[src/rtl/seg7_pkg.sv]
// seg7_pkg: shared constants and types for the 8-digit seven-segment scanner.
//   NDIG                 number of scanned digits
//   SEG_OFF / AN_OFF     active-low "all dark" values for a_to_g / an
//   REFRESH_DIV_DEFAULT  cycles per digit (1 ms at 100 MHz)
//   dig_idx_t            digit index type
//   disp_buf_t           one display/shadow buffer (nibbles, dp bits, blank bits)
package seg7_pkg;

    localparam int unsigned NDIG                = 8;
    localparam logic [6:0]  SEG_OFF             = 7'h7F;
    localparam logic [7:0]  AN_OFF              = 8'hFF;
    localparam int unsigned REFRESH_DIV_DEFAULT = 100000;

    typedef logic [2:0] dig_idx_t;

    typedef struct packed {
        logic [31:0] nib;
        logic [7:0]  dp;
        logic [7:0]  blank;
    } disp_buf_t;

    // Blank bits come up set so nothing lights before the first real load.
    localparam disp_buf_t BUF_RESET = '{nib: '0, dp: '0, blank: '1};

endpackage

[src/rtl/seg7_scan8_hex7seg.sv]
// hex7seg: hex nibble to active-low seven-segment decoder.
//   x       in  4  nibble to display
//   a_to_g  out 7  segments, active-low, bit 6 = a ... bit 0 = g
module hex7seg (
    input  logic [3:0] x,
    output logic [6:0] a_to_g
);

    always_comb begin
        a_to_g = 7'h7F;
        case (x)
            4'h0: a_to_g = 7'b0000001;
            4'h1: a_to_g = 7'b1001111;
            4'h2: a_to_g = 7'b0010010;
            4'h3: a_to_g = 7'b0000110;
            4'h4: a_to_g = 7'b1001100;
            4'h5: a_to_g = 7'b0100100;
            4'h6: a_to_g = 7'b0100000;
            4'h7: a_to_g = 7'b0001111;
            4'h8: a_to_g = 7'b0000000;
            4'h9: a_to_g = 7'b0000100;
            4'hA: a_to_g = 7'b0001000;
            4'hB: a_to_g = 7'b1100000;
            4'hC: a_to_g = 7'b0110001;
            4'hD: a_to_g = 7'b1000010;
            4'hE: a_to_g = 7'b0110000;
            4'hF: a_to_g = 7'b0111000;
            default: a_to_g = 7'h7F;
        endcase
    end

endmodule

[src/rtl/seg7_scan8.sv]
// seg7_scan8: time-multiplexed driver for an 8-digit common-anode display.
// Captured data lands in a shadow buffer and is copied to the display buffer
// only at frame edges, so a frame never mixes old and new digits.
//   REFRESH_DIV  cycles each digit stays lit (>= 2)
//   clk          system clock, rising edge
//   clr          synchronous active-high reset
//   load         one-cycle strobe capturing data/dp_in/blank into the shadow buffer
//   data         eight hex nibbles, nibble k -> digit k (digit 0 rightmost)
//   dp_in        decimal point enables per digit
//   blank        per-digit force-dark
//   a_to_g       segments, active-low (bit 6 = a ... bit 0 = g)
//   an           digit enables, active-low, at most one low
//   dp           decimal point, active-low
//   frame        one-cycle pulse when digit 0 of a new frame first appears
// Build option: define SEG7_LZ_BLANK_EN for leading-zero suppression.
module seg7_scan8
    import seg7_pkg::*;
#(
    parameter int unsigned REFRESH_DIV = REFRESH_DIV_DEFAULT
) (
    input  logic        clk,
    input  logic        clr,
    input  logic        load,
    input  logic [31:0] data,
    input  logic [7:0]  dp_in,
    input  logic [7:0]  blank,
    output logic [6:0]  a_to_g,
    output logic [7:0]  an,
    output logic        dp,
    output logic        frame
);

    localparam int unsigned CW       = (REFRESH_DIV > 1) ? $clog2(REFRESH_DIV) : 1;
    localparam logic [CW-1:0] CNT_LAST = CW'(REFRESH_DIV - 1);

    logic [CW-1:0] cnt_q, cnt_d;
    dig_idx_t      idx_q, idx_d;
    disp_buf_t     shadow_q, shadow_d;
    disp_buf_t     disp_q, disp_d;
    logic          swap_q, swap_d;
    logic          frame_q, frame_d;
    logic [7:0]    an_q, an_d;
    logic [6:0]    seg_q, seg_d;
    logic          dp_q, dp_d;

    logic          tc;
    logic          frame_edge;
    logic [3:0]    nib_sel;
    logic [6:0]    seg_dec;
    logic [7:0]    lz_mask;
    logic          dim;

    // Prescaler, digit index and buffer swap.
    always_comb begin
        tc         = (cnt_q == CNT_LAST);
        frame_edge = tc && (idx_q == dig_idx_t'(NDIG - 1));
        cnt_d      = tc ? '0 : cnt_q + 1'b1;
        idx_d      = tc ? dig_idx_t'(idx_q + 1'b1) : idx_q;
        // A load on the frame edge still lands in shadow; display takes the
        // pre-load shadow contents, so the new data shows one frame later.
        disp_d     = frame_edge ? shadow_q : disp_q;
        shadow_d   = load ? disp_buf_t'{nib: data, dp: dp_in, blank: blank} : shadow_q;
        swap_d     = frame_edge;
        // Outputs lag idx by a cycle, so the pulse is delayed to coincide
        // with the first output cycle of digit 0.
        frame_d    = swap_q;
    end

`ifdef SEG7_LZ_BLANK_EN
    logic zero_above;

    // Digits above the most significant non-zero nibble go dark; digit 0 never does.
    always_comb begin
        lz_mask    = '0;
        zero_above = 1'b1;
        for (int unsigned i = NDIG - 1; i >= 1; i--) begin
            zero_above = zero_above & (disp_q.nib[4*i +: 4] == 4'h0);
            lz_mask[i] = zero_above;
        end
    end
`else
    always_comb begin
        lz_mask = '0;
    end
`endif

    assign nib_sel = disp_q.nib[{idx_q, 2'b00} +: 4];

    hex7seg u_hex7seg (
        .x      (nib_sel),
        .a_to_g (seg_dec)
    );

    // Registered output stage.
    always_comb begin
        dim  = disp_q.blank[idx_q] | lz_mask[idx_q];
        an_d  = dim ? AN_OFF  : ~(8'b1 << idx_q);
        seg_d = dim ? SEG_OFF : seg_dec;
        dp_d  = dim ? 1'b1    : ~disp_q.dp[idx_q];
    end

    always_ff @(posedge clk) begin
        if (clr) begin
            cnt_q    <= '0;
            idx_q    <= '0;
            shadow_q <= BUF_RESET;
            disp_q   <= BUF_RESET;
            swap_q   <= 1'b0;
            frame_q  <= 1'b0;
            an_q     <= AN_OFF;
            seg_q    <= SEG_OFF;
            dp_q     <= 1'b1;
        end else begin
            cnt_q    <= cnt_d;
            idx_q    <= idx_d;
            shadow_q <= shadow_d;
            disp_q   <= disp_d;
            swap_q   <= swap_d;
            frame_q  <= frame_d;
            an_q     <= an_d;
            seg_q    <= seg_d;
            dp_q     <= dp_d;
        end
    end

    assign a_to_g = seg_q;
    assign an     = an_q;
    assign dp     = dp_q;
    assign frame  = frame_q;

endmodule

[config.mk]
export PLATFORM = sky130hd
export DESIGN_NAME = seg7_scan8
export DESIGN_NICKNAME = d
export VERILOG_FILES = /design/src/rtl/seg7_pkg.sv /design/src/rtl/seg7_scan8_hex7seg.sv /design/src/rtl/seg7_scan8.sv
export SDC_FILE = /design/constraint.sdc
export NUM_CORES = 1
export LEC_CHECK = 0
export ABC_CLOCK_PERIOD_IN_PS = 4700
export BUFFER_PORTS_ARGS = -buffer_cell sky130_fd_sc_hd__buf_4
export CAP_MARGIN = 20
export CORE_ASPECT_RATIO = 1.1
export CORE_MARGIN = 4
export CORE_UTILIZATION = 62
export CTS_CLUSTER_SIZE = 20
export DETAILED_ROUTE_END_ITERATION = 12
export PLACE_DENSITY = 0.93
export SLEW_MARGIN = 20
export SYNTH_ARGS = -nofsm -noshare
export SYNTH_HDL_FRONTEND = slang
export SYNTH_SLANG_ARGS = --single-unit
[constraint.sdc]
create_clock -name clk -period 4.7 [get_ports clk]
set_clock_uncertainty 0.2 [all_clocks]
set_input_delay 0.47 -clock clk [delete_from_list [all_inputs] [get_ports clk]]
set_output_delay 0.47 -clock clk [all_outputs]
set_load 0.02 [all_outputs]
==> impl_metrics.env <==
export IMPL_synth_edff_count=0
export IMPL_synth_cell_types=43
export IMPL_synth_seq_cells=134
export IMPL_clock_fmax_mhz=307
export IMPL_min_to="shadow_q[40]$_SDFFE_PP0P_"
export IMPL_rsz0062_at_grt="no"
export IMPL_routedWlPerCell_um=17.8
export IMPL_layout_filler_cells=473
export IMPL_p_per_area_nw_per_um2=367
export IMPL_drive_gt1_frac=0.175
export IMPL_min_path_cells=3
export IMPL_ant_nets=0
export IMPL_area_growth_pct=25.2
export IMPL_slowest_stage="dfxtp_1"
export IMPL_grt_overflow=0
export IMPL_cts_resized=0
export IMPL_ff2ff_path_depth=9
export IMPL_grt_pass1_wl_um=23200
export IMPL_synth_fp_nets=640
export IMPL_hold_path_class="in -> reg"
export IMPL_yosysSeqAreaShare=0.498
export IMPL_hpwl_um=7350
export IMPL_die_area_um2=10200
export IMPL_period_minus_slack_ns=3.25
export IMPL_num_vias=4597
export IMPL_r2r_end="a_to_g[3]$_SDFF_PP1_"
export IMPL_arrival_ns=3.43
export IMPL_finalHoldViolations=0
export IMPL_grt_usage=0.278
export IMPL_rrSetupSlack_ns=1.45
export IMPL_seqPwrFrac=0.478
export IMPL_power_frac_comb=0.053
export IMPL_crit_family="multiplexers"
export IMPL_cp_num_buf_inv=3
export IMPL_drt_wl_total_um=14000
export IMPL_cts_clk_slew_worst_paths_ns=0.06
export IMPL_slowest_delay_ns=0.59
export IMPL_synthFlopType="dfxtp_1"
export IMPL_cts_buffer_depth=2
export IMPL_critical_path_class="reg -> reg"
export IMPL_worstSetupStartpointType="register"
export IMPL_cts_tree="done"
export IMPL_fp_dieH_um=106
export IMPL_status="complete, no violations"
export IMPL_ios=68
export IMPL_antenna_found_initial=0
export IMPL_fp_dieW_um=96.8
export IMPL_peakVddDrop_uv=259
export IMPL_cellInternalPower_mw=1.90
export IMPL_netlist_instances=576
export IMPL_nNetsFinal=727
export IMPL_tightest_slew_ns=1.05
export IMPL_worstReg2RegStart="idx_q[0]$_SDFFE_PP0N_"
export IMPL_route_detailed_drc=0
export IMPL_cts_setup_buffers=0
export IMPL_slew_violations=0
export IMPL_n_antenna_cell=0
export IMPL_end_kind="register"
export IMPL_crit_required_ns=4.88
export IMPL_postSynth_asyncResetShare=0
export IMPL_drv_cap=0
export IMPL_vias_per_cell=5.84
export IMPL_cpMostUsedCell="inv_1"
export IMPL_initial_core_util=0.640
export IMPL_p_sw_frac=0.230
export IMPL_detailedPlace_worstSlack_ns=1.61
export IMPL_port_buffers=67
export IMPL_relSlewSlack=0.302
export IMPL_grt_max_degree=108
export IMPL_numCtsBuffers=17
export IMPL_p_leak_nw=2.70
export IMPL_cts_sinks=134
export IMPL_clk_latency_ns=0.52
export IMPL_place_gp_congestion=0.933
export IMPL_syn_area_per_cell_um2=9.34
export IMPL_timing_final_crit_share=0.692
export IMPL_synth_warnings=0
export IMPL_netlist_area_um2=5380
export IMPL_path_cells="buf_4 > mux4_2 > mux2i_1 > inv_1 > ha_1 > inv_1 > nor3_1 > a211oi_1 > o21ai_0"
export IMPL_finalSetupTns_ns=0
export IMPL_drtPass1Iterations=5
export IMPL_clkPwrFrac=0.469
export IMPL_cts_htree_levels=4
export IMPL_finalSetupViolCount=0
export IMPL_drt_iter0_markers=465
export IMPL_holdBufCountCts=33
export IMPL_power_switching_mw=0.569
export IMPL_cts_root_buffer_cell="clkbuf_8"
export IMPL_placementRows=35
export IMPL_setup_ws_ns=1.45
export IMPL_finalPower_mw=2.47
export IMPL_crit_fanout=10
export IMPL_min_from="data[24]"
export IMPL_core_area_um2=8410
export IMPL_grt_pass1_vias=4687
[how the worst max path moves through the flow]
stage                               start              endpoint  slack (ns)  depth (start not counted)
CTS                 idx_q[0]$_SDFFE_PP0N_  a_to_g[3]$_SDFF_PP1_        1.54                          9
global route        idx_q[0]$_SDFFE_PP0N_  a_to_g[3]$_SDFF_PP1_        1.23                          9
floorplan           idx_q[0]$_SDFFE_PP0N_  a_to_g[3]$_SDFF_PP1_        2.06                         10
finish              idx_q[0]$_SDFFE_PP0N_  a_to_g[3]$_SDFF_PP1_        1.45                          9
global placement    idx_q[0]$_SDFFE_PP0N_  a_to_g[3]$_SDFF_PP1_        1.72                          9
detailed placement  idx_q[0]$_SDFFE_PP0N_  a_to_g[3]$_SDFF_PP1_        1.61                          9
[area by class of cell]
cell class	instances	area, um2	share of cell area
clock buffers	22	443	0.0657
well taps	111	139	0.0206
flip-flops and latches	134	2680	0.398
multi-input cells	394	2490	0.370
repair buffers	103	856	0.127
clock inverters	10	77.6	0.0115
inverters	13	48.8	0.00724
[metal layers]
metal	track usage	wire, um	vias to the layer above
met3	0.0629	919	55
li1	-	-	2110
met1	0.310	5340	2186
met4	0.158	616	0
met5	0	0	-
met2	0.488	7130	246
[synth_stat cells (3+ instances only)]
library cell / n / area (um2)
nor2_1: 68 / 255
clkbuf_1: 15 / 56.3
buf_1: 7 / 26.3
nor2b_1: 11 / 68.8
and3_1: 4 / 25.0
mux4_2: 10 / 225
mux2i_1: 47 / 470
nor3_1: 8 / 40.0
ha_1: 13 / 163
nor4_1: 3 / 18.8
nand3b_1: 8 / 60.1
a211o_1: 8 / 70.1
nand3_1: 7 / 35.0
inv_1: 11 / 41.3
xnor2_1: 14 / 123
a21oi_1: 43 / 215
buf_2: 11 / 55.1
o221ai_1: 4 / 35.0
dfxtp_1: 134 / 2680
nand2_1: 118 / 443
[logic make-up (layout without fill, tap and decap cells)]
kind of cell | count (synthesis) | count (layout) | synth area share
simple gates | 240 | 240 | 0.194
flops | 134 | 134 | 0.498
compound gates | 65 | 65 | 0.0751
mux | 60 | 60 | 0.138
buf+inv | 48 | 148 | 0.0388
xor+xnor | 16 | 16 | 0.0260
fa+ha+maj | 13 | 13 | 0.0302
[worst reg2reg max path, stage by stage (launching register included)]
cell and delay (ns):
dfxtp_1 0.59, buf_4 0.33, mux4_2 0.53, mux2i_1 0.54, inv_1 0.19, ha_1 0.27, inv_1 0.08, nor3_1 0.06
a211oi_1 0.21, o21ai_0 0.11
[registers in the layout, indices dropped and copies added (netlist names)]
register,count
a_to_g,7
an,8
cnt_q,17
disp_q,48
dp,1
frame,1
frame_d,1
idx_q,3
shadow_q,48
[stage by stage]
step                      area (um2)  hold WS, ns  instances   util
after floorplan                 5380        0.214        576      -
after global placement          5890        0.235        722  0.700
after detailed placement        5890        0.240        722  0.700
after CTS                       6740      0.00152        787  0.801
after global routing            6740      0.00737        787  0.801
final                           6740     0.000560        787  0.801
[placed cells by master, fill, tap and decap left out, drive strengths merged, types with 3 or more instances in the layout]
| cell | instances |
|---|---|
| clkbuf | 22 |
| dfxtp | 134 |
| inv | 13 |
| nand3 | 7 |
| mux2i | 48 |
| nor3 | 8 |
| and3 | 4 |
| dlygate4sd3 | 33 |
| mux4 | 10 |
| nor2 | 68 |
| a211oi | 3 |
| a21oi | 43 |
| clkinvlp | 5 |
| clkinv | 5 |
| nand2 | 118 |
| ha | 13 |
| xnor2 | 14 |
| nor2b | 11 |
| nand3b | 8 |
| buf | 70 |
| a211o | 8 |
| nor4 | 3 |
| o221ai | 4 |
[power by group through the flow]
| stage | Sequential, mW | Combinational [mW] | Clock, mW |
|---|---|---|---|
| after CTS | 1.18 | 0.127 | 1.16 |
| after detailed placement | 1.20 | 0.104 | 0 |
| after floorplan | 1.20 | 0.0638 | 0 |
| after global routing | 1.18 | 0.142 | 1.21 |
| final | 1.18 | 0.130 | 1.16 |
| after global placement | 1.20 | 0.0990 | 0 |
Power figures use the tool's default switching activity.
